### config.mk
export PLATFORM = sky130hd
export DESIGN_NAME = detector_paso
export DESIGN_NICKNAME = d
export VERILOG_FILES = /design/src/rtl/detector_paso.sv
export SDC_FILE = /design/constraint.sdc
export NUM_CORES = 1
export LEC_CHECK = 0
export ABC_AREA = 1
export BUFFER_PORTS_ARGS = -buffer_cell sky130_fd_sc_hd__buf_2
export CAP_MARGIN = 30
export CORE_ASPECT_RATIO = 1.4
export CORE_MARGIN = 5
export CORE_UTILIZATION = 30
export CTS_CLUSTER_SIZE = 8
export DETAILED_ROUTE_END_ITERATION = 16
export PLACE_DENSITY_LB_ADDON = 0.05
export SYNTH_ARGS = -nofsm -noshare
export SYNTH_HDL_FRONTEND = slang
export SYNTH_SLANG_ARGS = --single-unit
### constraint.sdc
create_clock -name clk -period 1.3 [get_ports clk]
set_input_delay 0 -clock clk [delete_from_list [all_inputs] [get_ports clk]]
set_output_delay 0 -clock clk [all_outputs]
set_load 0.005 [all_outputs]
### src/rtl/detector_paso.sv
// Decodes barrier crossings from sensors A (outer) and B (inner) and keeps a saturating occupancy count.
// Latency: commit edge -> pulse plus updated ocupacion/lleno/vacio on the next cycle; all outputs registered.
// Backpressure: none; sensors are sampled every cycle, and stalled or invalid sequences park in ESPERA_LIBRE.
module detector_paso #(
    parameter int CAPACIDAD      = 8,
    parameter int ANCHO          = 4,
    parameter int TIMEOUT_CICLOS = 1000
) (
    input  logic             clk,
    input  logic             rst_n,
    input  logic             sensorA,
    input  logic             sensorB,
    output logic             pulso_entrada,
    output logic             pulso_salida,
    output logic             rechazo,
    output logic             error,
    output logic [ANCHO-1:0] ocupacion,
    output logic             lleno,
    output logic             vacio
);
    localparam int TW = (TIMEOUT_CICLOS > 1) ? $clog2(TIMEOUT_CICLOS) : 1;
    localparam logic [TW-1:0]    TMAX = TW'(TIMEOUT_CICLOS - 1);
    localparam logic [ANCHO-1:0] CAP  = ANCHO'(CAPACIDAD);

    typedef enum logic [2:0] {
        REPOSO, ENT_A, ENT_AB, ENT_B, SAL_B, SAL_AB, SAL_A, ESPERA_LIBRE
    } estado_t;

    estado_t       estado, estadoSig;
    logic [TW-1:0] timer;
    logic [1:0]    ab;
    logic          errSec, finEnt, finSal, activo, timeoutHit;

    assign ab         = {sensorA, sensorB};
    assign activo     = (estado != REPOSO) && (estado != ESPERA_LIBRE);
    assign timeoutHit = activo && (estadoSig == estado) && (timer == TMAX);

    always_comb begin
        estadoSig = estado;
        errSec    = 1'b0;
        finEnt    = 1'b0;
        finSal    = 1'b0;
        case (estado)
            REPOSO: case (ab)
                2'b10:   estadoSig = ENT_A;
                2'b01:   estadoSig = SAL_B;
                2'b11:   begin estadoSig = ESPERA_LIBRE; errSec = 1'b1; end
                default: ;
            endcase
            ENT_A: case (ab)
                2'b11:   estadoSig = ENT_AB;
                2'b00:   estadoSig = REPOSO;
                2'b01:   begin estadoSig = ESPERA_LIBRE; errSec = 1'b1; end
                default: ;
            endcase
            ENT_AB: case (ab)
                2'b01:   estadoSig = ENT_B;
                2'b10:   estadoSig = ENT_A;
                2'b00:   begin estadoSig = ESPERA_LIBRE; errSec = 1'b1; end
                default: ;
            endcase
            ENT_B: case (ab)
                2'b00:   begin estadoSig = REPOSO; finEnt = 1'b1; end
                2'b11:   estadoSig = ENT_AB;
                2'b10:   begin estadoSig = ESPERA_LIBRE; errSec = 1'b1; end
                default: ;
            endcase
            SAL_B: case (ab)
                2'b11:   estadoSig = SAL_AB;
                2'b00:   estadoSig = REPOSO;
                2'b10:   begin estadoSig = ESPERA_LIBRE; errSec = 1'b1; end
                default: ;
            endcase
            SAL_AB: case (ab)
                2'b10:   estadoSig = SAL_A;
                2'b01:   estadoSig = SAL_B;
                2'b00:   begin estadoSig = ESPERA_LIBRE; errSec = 1'b1; end
                default: ;
            endcase
            SAL_A: case (ab)
                2'b00:   begin estadoSig = REPOSO; finSal = 1'b1; end
                2'b11:   estadoSig = SAL_AB;
                2'b01:   begin estadoSig = ESPERA_LIBRE; errSec = 1'b1; end
                default: ;
            endcase
            ESPERA_LIBRE: if (ab == 2'b00) estadoSig = REPOSO;
            default: estadoSig = REPOSO;
        endcase
    end

    always_ff @(posedge clk or negedge rst_n) begin
        if (!rst_n) begin
            estado        <= REPOSO;
            timer         <= '0;
            ocupacion     <= '0;
            lleno         <= 1'b0;
            vacio         <= 1'b1;
            pulso_entrada <= 1'b0;
            pulso_salida  <= 1'b0;
            rechazo       <= 1'b0;
            error         <= 1'b0;
        end else begin
            pulso_entrada <= 1'b0;
            pulso_salida  <= 1'b0;
            rechazo       <= 1'b0;
            error         <= errSec | timeoutHit;
            // a legal move on the last allowed edge wins because timeoutHit requires no transition
            estado <= timeoutHit ? ESPERA_LIBRE : estadoSig;
            if (!activo || (estadoSig != estado) || timeoutHit)
                timer <= '0;
            else
                timer <= timer + 1'b1;
            if (finEnt) begin
                if (ocupacion < CAP) begin
                    ocupacion     <= ocupacion + 1'b1;
                    pulso_entrada <= 1'b1;
                    lleno         <= ((ocupacion + 1'b1) == CAP);
                    vacio         <= 1'b0;
                end else begin
                    rechazo <= 1'b1;
                end
            end
            if (finSal) begin
                if (ocupacion != '0) begin
                    ocupacion    <= ocupacion - 1'b1;
                    pulso_salida <= 1'b1;
                    lleno        <= 1'b0;
                    vacio        <= (ocupacion == ANCHO'(1));
                end else begin
                    rechazo <= 1'b1;
                end
            end
        end
    end
endmodule

==> results of run 1 <==
==> cell usage after synthesis (3+ instances only) <==
cell / instances / area [µm²]
sky130_fd_sc_hd__nor2_1: 22 / 82.6
sky130_fd_sc_hd__dfrtp_1: 22 / 551
sky130_fd_sc_hd__nand2_1: 41 / 154
sky130_fd_sc_hd__nor3_1: 4 / 20.0
sky130_fd_sc_hd__inv_1: 24 / 90.1
sky130_fd_sc_hd__xor2_1: 7 / 61.3
sky130_fd_sc_hd__a21oi_1: 4 / 20.0
sky130_fd_sc_hd__o21ai_0: 9 / 45.0
sky130_fd_sc_hd__nand4_1: 3 / 18.8
sky130_fd_sc_hd__xnor2_1: 4 / 35.0
sky130_fd_sc_hd__ha_1: 5 / 62.6
sky130_fd_sc_hd__nand3_1: 10 / 50.1
==> state kept, by name, summed over array words and instances (netlist names) <==
signal and cells:
estado 3, pulso_entrada 1, pulso_salida 1, vacio 1, ocupacion 4, rechazo 1
error 1, timer 10, lleno 1
==> how the worst max path moves through the flow <==
| stage | end | startpoint | cells past startpoint | slack [ns] |
|---|---|---|---|---|
| after floorplan | error | estado[0] | 11 | -0.08 |
| after global placement | estado[1] | estado[1] | 9 | -0.37 |
| after detailed placement | timer[9] | estado[1] | 10 | -0.41 |
| after CTS | timer[1] | estado[0] | 11 | -0.25 |
| after global routing | timer[8] | estado[1] | 10 | -0.40 |
| final | estado[1] | estado[1] | 7 | -0.29 |
==> metrics by stage <==
stage,util [%],std cells,area (µm²)
6_report,45.2,303,2060
2_1_floorplan,-,181,1420
5_1_grt,45.2,303,2060
3_5_place_dp,39.4,288,1800
4_1_cts,43.7,299,2000
3_3_place_gp,39.4,288,1800
==> critical path: stages, from the launching register on <==
cell	delay, ns
sky130_fd_sc_hd__dfrtp_2	0.45
sky130_fd_sc_hd__buf_4	0.17
sky130_fd_sc_hd__buf_4	0.15
sky130_fd_sc_hd__o2111ai_2	0.20
sky130_fd_sc_hd__nand2_2	0.09
sky130_fd_sc_hd__nor2_4	0.15
sky130_fd_sc_hd__nand4_1	0.18
sky130_fd_sc_hd__nand2_1	0.13
==> metal layers <==
| metal | vias up | global-route usage (%) | wire, µm |
|---|---|---|---|
| met5 | - | 0 | 0 |
| met2 | 36 | 23.2 | 2000 |
| met3 | 16 | 1.85 | 102 |
| met1 | 656 | 14.2 | 1500 |
| met4 | 0 | 8.46 | 221 |
| li1 | 704 | - | - |
==> kinds of logic after synthesis <==
| family | count (synthesis) | share of synthesized area, % |
|---|---|---|
| AO/OA/AOI/OAI | 22 | 9.42 |
| XOR/XNOR | 11 | 6.78 |
| adder cells (fa/ha/maj) | 5 | 4.40 |
| buffers and inverters | 28 | 8.36 |
| flip-flops | 23 | 40.6 |
| AND/OR/NAND/NOR | 92 | 30.5 |
==> timing repair <==
item	in CTS	in global routing
pin swaps	5	2
buffers inserted	6	4
endpoints found under the hold margin	22	0
resized for setup	31	12
endpoints found under the setup margin	23	23
hold buffers	1	0
==> area by class of cell <==
cell class	count	area (µm²)
Timing Repair Buffer	58	420
Tap cell	62	77.6
Sequential cell	23	581
Clock inverter	1	5.00
Fill cell	456	2510
Multi-Input combinational cell	130	840
Inverter	26	100
Clock buffer	3	41.3
==> power by group through the flow <==
stage | Clock (W) | Sequential [W] | Combinational [W]
6_report | 0.000439 | 0.00104 | 0.00280
4_1_cts | 0.000464 | 0.00106 | 0.00258
3_3_place_gp | 0 | 0.00107 | 0.00218
2_1_floorplan | 0 | 0.00108 | 0.00119
5_1_grt | 0.000495 | 0.00107 | 0.00306
3_5_place_dp | 0 | 0.00107 | 0.00219
==> Flow_metrics.wiki, run 1 <==
{| class="wikitable"
! Metric !! Value
|-
| Outcome || complete, but fails checks
|-
| Violated checks || setup timing
|-
| Vert. Die Dim || between 90 and 100 µm
|-
| Overflow after GRT || 0
|-
| Number of optimization iterations in the first detailed-route pass || 4
|-
| Layout Nets || around 250
|-
| Clock share of power || about a tenth
|-
| Hpwl dp || ~2800 µm
|-
| CTS clk-pin slew, worst paths || ~0.08 ns
|-
| Total CTS buffers || 3
|-
| Number of failing setup endpoints in the final timing report || 22
|-
| Final setup TNS || -4.92 ns
|-
| Most used cells in the layout excluding fill and tap cells || sky130_fd_sc_hd__buf_4 (40), sky130_fd_sc_hd__nand2_1 (32), sky130_fd_sc_hd__inv_1 (20)
|-
| Sum of routed wire length over all layers || between 3000 and 4000 µm
|-
| Syn Std Cell Area || about 1400 µm²
|-
| Number of antenna-violating nets in the routed design || 0
|-
| Count of standard-cell rows || 29
|-
| Number of placed I/O pins || 14
|-
| First-pass GRT wire length || 6300 µm
|-
| Seq pwr share || about 24%
|-
| Total internal power || roughly 0.0024 W
|-
| Time the worst path needs with I/O delays and setup || approximately 1.6 ns
|-
| Area Overhead vs Synth || 45.2%
|-
| Number of hold violations in the final report || 0
|-
| Floorplan die width || slightly below 70 µm
|-
| Number of DRC violations after detailed-routing iteration 0 || roughly 100
|-
| Ys flop type || sky130_fd_sc_hd__dfrtp_1
|-
| Per-cell routed wire length || between 10 and 15 µm
|-
| Most frequent standard cell in the layout excluding fill and tap cells || sky130_fd_sc_hd__buf_4
|-
| Worst min path class || primary input to async pin
|-
| Max-Slew Margin vs Limit || approximately 64%
|-
| Placer congestion estimate || 0.853
|-
| Maximum clock skew at final layout || approximately 0.0034 ns
|-
| Largest buffer count on any clock path || 2
|-
| Area enclosed by the die boundary || 6230 µm²
|-
| Minimum setup slack among reg-to-reg paths || -0.29 ns
|-
| Clock tree root driver cell || sky130_fd_sc_hd__clkbuf_8
|-
| Endpoint of the worst register-to-register path || estado[1]
|-
| Via total after detailed routing || 1,412
|-
| Cells after synthesis || 181
|-
| Worst-case reg-to-reg path depth || 7
|-
| Fmax achieved || 0.629 GHz
|-
| Number of enable flip-flop cells after synthesis || 0
|-
| Worst Hold Slack || ~0.24 ns
|-
| Worst reg2reg path startpoint || estado[1]
|-
| Final setup margin || -0.289 ns
|-
| Part of the power in combinational logic || approximately two thirds
|-
| Standard cell core area || 4570 µm²
|-
| Syn_nets || 190
|-
| Average instance area after synthesis || 7.85 µm²
|-
| Vias per inst || 4.66
|-
| Worst endpoint data arrival time || between 1.5 and 2 ns
|-
| Number of antenna violations at the first check in global routing || 0
|-
| Clock network latency to the later pin of the worst-skew pair || between 0.2 and 0.3 ns
|-
| Overall power consumption || 0.00428 W
|-
| Fraction of layout instances using a drive strength above 1 || a little over two fifths
|-
| Cell Pwr Density || 2070 nW/µm²
|-
| DRC Markers || 0
|-
| CTS H-Tree Depth || 1
|-
| Worst-case setup slack after placement || -0.414 ns
|-
| Critical Path End Type || register
|-
| Synth warnings || 0
|-
| Post-route fraction of the period consumed by the critical path || 122%
|-
| Peak supply drop || 1000 µV
|-
| Antenna Diode Count || 0
|-
| Overall Global Routing Usage || a little over an eighth
|-
| RSZ-0062 raised after global routing || yes
|-
| Net switching fraction of the power || about 43%
|-
| Max-cap violation count || 0
|-
| Net Switching || 0.00185 W
|-
| Sequential-to-total area share from yosys stat || between 40% and 50%
|-
| Via count of the first global-routing pass || 1,417
|-
| Maximum number of pins on one net before global-route repair || 24
|-
| Critical path type || register to register
|-
| Initial standard-cell utilization of the core || around 31%
|-
| Worst Max-Slew Pin Slew || roughly 0.54 ns
|-
| Number of max-slew violations in the final report || 0
|-
| TritonCTS sink count || 23
|-
| CTS tree || done
|-
| Flip-flop and latch count after synthesis || 23
|-
| Library cells used by synthesis || 32
|-
| Critical-path maximum fanout || 6
|-
| Critical Path RT || ~1.5 ns
|-
| Number of I/O port buffers || 13
|-
| Share of flip-flops with an asynchronous set or reset || 100%
|-
| Startpoint kind of the worst setup timing path || register
|-
| Leakage power total || ~1.0 nW
|}
Note: power is estimated with default switching activity, not from simulation.
==> run 2, diff against run 1 <==
--- a/config.mk
+++ b/config.mk
@@ -13,7 +13,6 @@
 export CORE_UTILIZATION = 30
 export CTS_CLUSTER_SIZE = 8
 export DETAILED_ROUTE_END_ITERATION = 16
-export PLACE_DENSITY_LB_ADDON = 0.05
 export SYNTH_ARGS = -nofsm -noshare
 export SYNTH_HDL_FRONTEND = slang
 export SYNTH_SLANG_ARGS = --single-unit
==> Flow_metrics.wiki, run 2 (synthesized netlist as in run 1, its figures left out) <==
{| class="wikitable"
! Metric !! Value
|-
| Area enclosed by the die boundary || 6230 µm² (unchanged)
|-
| Worst stage delay on the critical path || 0.46 ns (was 0.45 ns)
|-
| Number of I/O port buffers || 13 (unchanged)
|-
| CTS H-Tree Depth || 1 (unchanged)
|-
| Worst-case reg-to-reg path depth || 11 (was 7)
|-
| Most frequent standard cell in the layout excluding fill and tap cells || sky130_fd_sc_hd__buf_4 (unchanged)
|-
| Number of max-slew violations in the final report || 0 (unchanged)
|-
| Critical-path maximum fanout || 8 (was 6)
|-
| Number of hold violations in the final report || 0 (unchanged)
|-
| Overall Global Routing Usage || 11.9% (was 13.3%)
|-
| Number of antenna violations at the first check in global routing || 0 (unchanged)
|-
| Outcome || complete, but fails checks (unchanged)
|-
| Area Overhead vs Synth || 54.5% (was 45.2%)
|-
| Cell with the biggest individual delay on the critical path || sky130_fd_sc_hd__dfrtp_2 (unchanged)
|-
| Layout Nets || 264 (was 251)
|-
| Cells along the critical path || clkinv_4 -> nand2_4 -> inv_4 -> nand2_4 -> nand3_4 -> nand2_2 -> nand2_2 -> nand2_2 -> nor2_4 -> nand4_1 -> nand2_1 (was buf_4 -> buf_4 -> o2111ai_2 -> nand2_2 -> nor2_4 -> nand4_1 -> nand2_1)
|-
| Total CTS buffers || 3 (unchanged)
|-
| Post-route fraction of the period consumed by the critical path || 123% (was 122%)
|-
| Worst Hold Slack || 0.237 ns (was 0.243 ns)
|-
| Max FFs per register || 10 (unchanged)
|-
| Total placed instance area || 1880 µm² (was 1800 µm²)
|-
| Clock tree root driver cell || sky130_fd_sc_hd__clkbuf_8 (unchanged)
|-
| Register name with the most flops || timer (unchanged)
|-
| Violated checks || setup timing (unchanged)
|-
| Most used cells in the layout excluding fill and tap cells || sky130_fd_sc_hd__buf_4 (51), sky130_fd_sc_hd__nand2_1 (26), sky130_fd_sc_hd__inv_1 (19), sky130_fd_sc_hd__nor2_1 (19), sky130_fd_sc_hd__dfrtp_1 (19) (was sky130_fd_sc_hd__buf_4 (40), sky130_fd_sc_hd__nand2_1 (32), sky130_fd_sc_hd__inv_1 (20))
|-
| Vias per inst || 4.57 (was 4.66)
|-
| Leakage power total || 1.10 nW (was 1.04 nW)
|-
| Fmax achieved || 0.627 GHz (was 0.629 GHz)
|-
| Number of DRC violations after detailed-routing iteration 0 || 54 (was 104)
|-
| Worst Max-Slew Pin Slew || 0.506 ns (was 0.535 ns)
|-
| Critical path type || register to register (unchanged)
|-
| Clock network latency to the later pin of the worst-skew pair || 0.26 ns (about the same)
|-
| Logic depth of the worst setup path including buffers || 11 (was 7)
|-
| Critical Path End Type || register (unchanged)
|-
| Vert. Die Dim || 91.4 µm (unchanged)
|-
| WP buf/inv || 2 (unchanged)
|-
| RSZ-0062 raised after global routing || yes (unchanged)
|-
| Antenna Diode Count || 0 (unchanged)
|-
| Maximum clock skew at final layout || 0.00671 ns (was 0.00345 ns)
|-
| Standard cell core area || 4570 µm² (unchanged)
|-
| Count of standard-cell rows || 29 (unchanged)
|-
| Time the worst path needs with I/O delays and setup || 1.59 ns (about the same)
|-
| Overflow after GRT || 0 (unchanged)
|-
| Sum of routed wire length over all layers || 3670 µm (was 3830 µm)
|-
| Via count of the first global-routing pass || 1,423 (was 1,417)
|-
| Number of failing setup endpoints in the final timing report || 21 (was 22)
|-
| Cell Pwr Density || 2050 nW/µm² (was 2070 nW/µm²)
|-
| Max-Slew Margin vs Limit || 66.3% (was 64.3%)
|-
| Number of optimization iterations in the first detailed-route pass || 5 (was 4)
|-
| DRC Markers || 0 (unchanged)
|-
| Overall power consumption || 0.00450 W (was 0.00428 W)
|-
| Final setup TNS || -4.13 ns (was -4.92 ns)
|-
| Design Area, Final || 2200 µm² (was 2060 µm²)
|-
| Fraction of layout instances using a drive strength above 1 || 46.9% (was 42.7%)
|-
| Top Registers || timer (10), ocupacion (4), estado (3) (unchanged)
|-
| CP top delay family || simple AND/OR/NAND/NOR gates (unchanged)
|-
| Per-cell routed wire length || 11.6 µm (was 12.6 µm)
|-
| Placer congestion estimate || 0.872 (was 0.853)
|-
| Worst endpoint data arrival time || 1.80 ns (was 1.78 ns)
|-
| Initial standard-cell utilization of the core || 31.1% (unchanged)
|-
| Via total after detailed routing || 1,443 (was 1,412)
|-
| Floorplan die width || 68.2 µm (unchanged)
|-
| Hpwl dp || 2480 µm (was 2810 µm)
|-
| Cell with the most instances on the worst path || sky130_fd_sc_hd__nand2_2 (was sky130_fd_sc_hd__buf_4)
|-
| Number of antenna-violating nets in the routed design || 0 (unchanged)
|-
| TritonCTS sink count || 23 (unchanged)
|-
| Final setup margin || -0.294 ns (was -0.289 ns)
|-
| Worst min path class || primary input to async pin (unchanged)
|-
| Max-cap violation count || 0 (unchanged)
|-
| Critical Path RT || 1.50 ns (was 1.49 ns)
|-
| Startpoint kind of the worst setup timing path || register (unchanged)
|-
| Number of placed I/O pins || 14 (unchanged)
|-
| First-pass GRT wire length || 5870 µm (was 6300 µm)
|-
| Peak supply drop || 1140 µV (was 1000 µV)
|-
| Maximum number of pins on one net before global-route repair || 24 (unchanged)
|-
| CTS tree || done (unchanged)
|-
| Largest buffer count on any clock path || 2 (unchanged)
|-
| CTS clk-pin slew, worst paths || 0.09 ns (was 0.08 ns)
|-
| Worst-case setup slack after placement || -0.294 ns (was -0.414 ns)
|}
run 2: what timing repair did:
item | in CTS | in global routing
hold endpoints to repair | 22 | 0
pin swaps | 13 | 16
setup buffers | 7 | 5
gates resized for setup | 15 | 30
setup endpoints to repair | 22 | 22
hold buffers | 1 | 0
gates cloned | 1 | 0
run 2: final timing paths:
kind	startpoint	endpoint	slack, ns
worst min-delay path	rst_n	timer[8]	0.24
worst min register to register	timer[0]	timer[0]	0.53
max in group asynchronous	rst_n	estado[1]	0.70
min in group clk	sensorA	estado[0]	0.26
worst max-delay path	estado[0]	estado[0]	-0.29
worst max register to register	estado[0]	estado[0]	-0.29
run 2: where the power goes:
group	internal, W	switching [W]	total, W
sequential	0.000903	0.000153	0.00106
clock	0.000217	0.000231	0.000448
combinational	0.00144	0.00155	0.00299
run 2: cell type report:
type,instances,area (µm²)
fillers,469,2380
multi-input cells,131,870
repair buffers,70,514
clock inverters,1,7.51
flip-flops and latches,23,581
clock buffers,3,41.3
well taps,62,77.6
inverters,26,105
run 2: routing by layer:
layer	vias to the layer above	global-route usage (%)	part of all wire, %
met5	-	0	0
met2	22	20.3	53
met4	0	7.13	3.7
met1	677	13.6	41
li1	732	-	-
met3	12	1.36	2.6
run 2: metrics by stage:
step	util, %	instances
floorplan	-	181
global placement	41.0	298
detailed placement	41.0	298
CTS	44.7	311
global route	48.0	316
finish	48.0	316
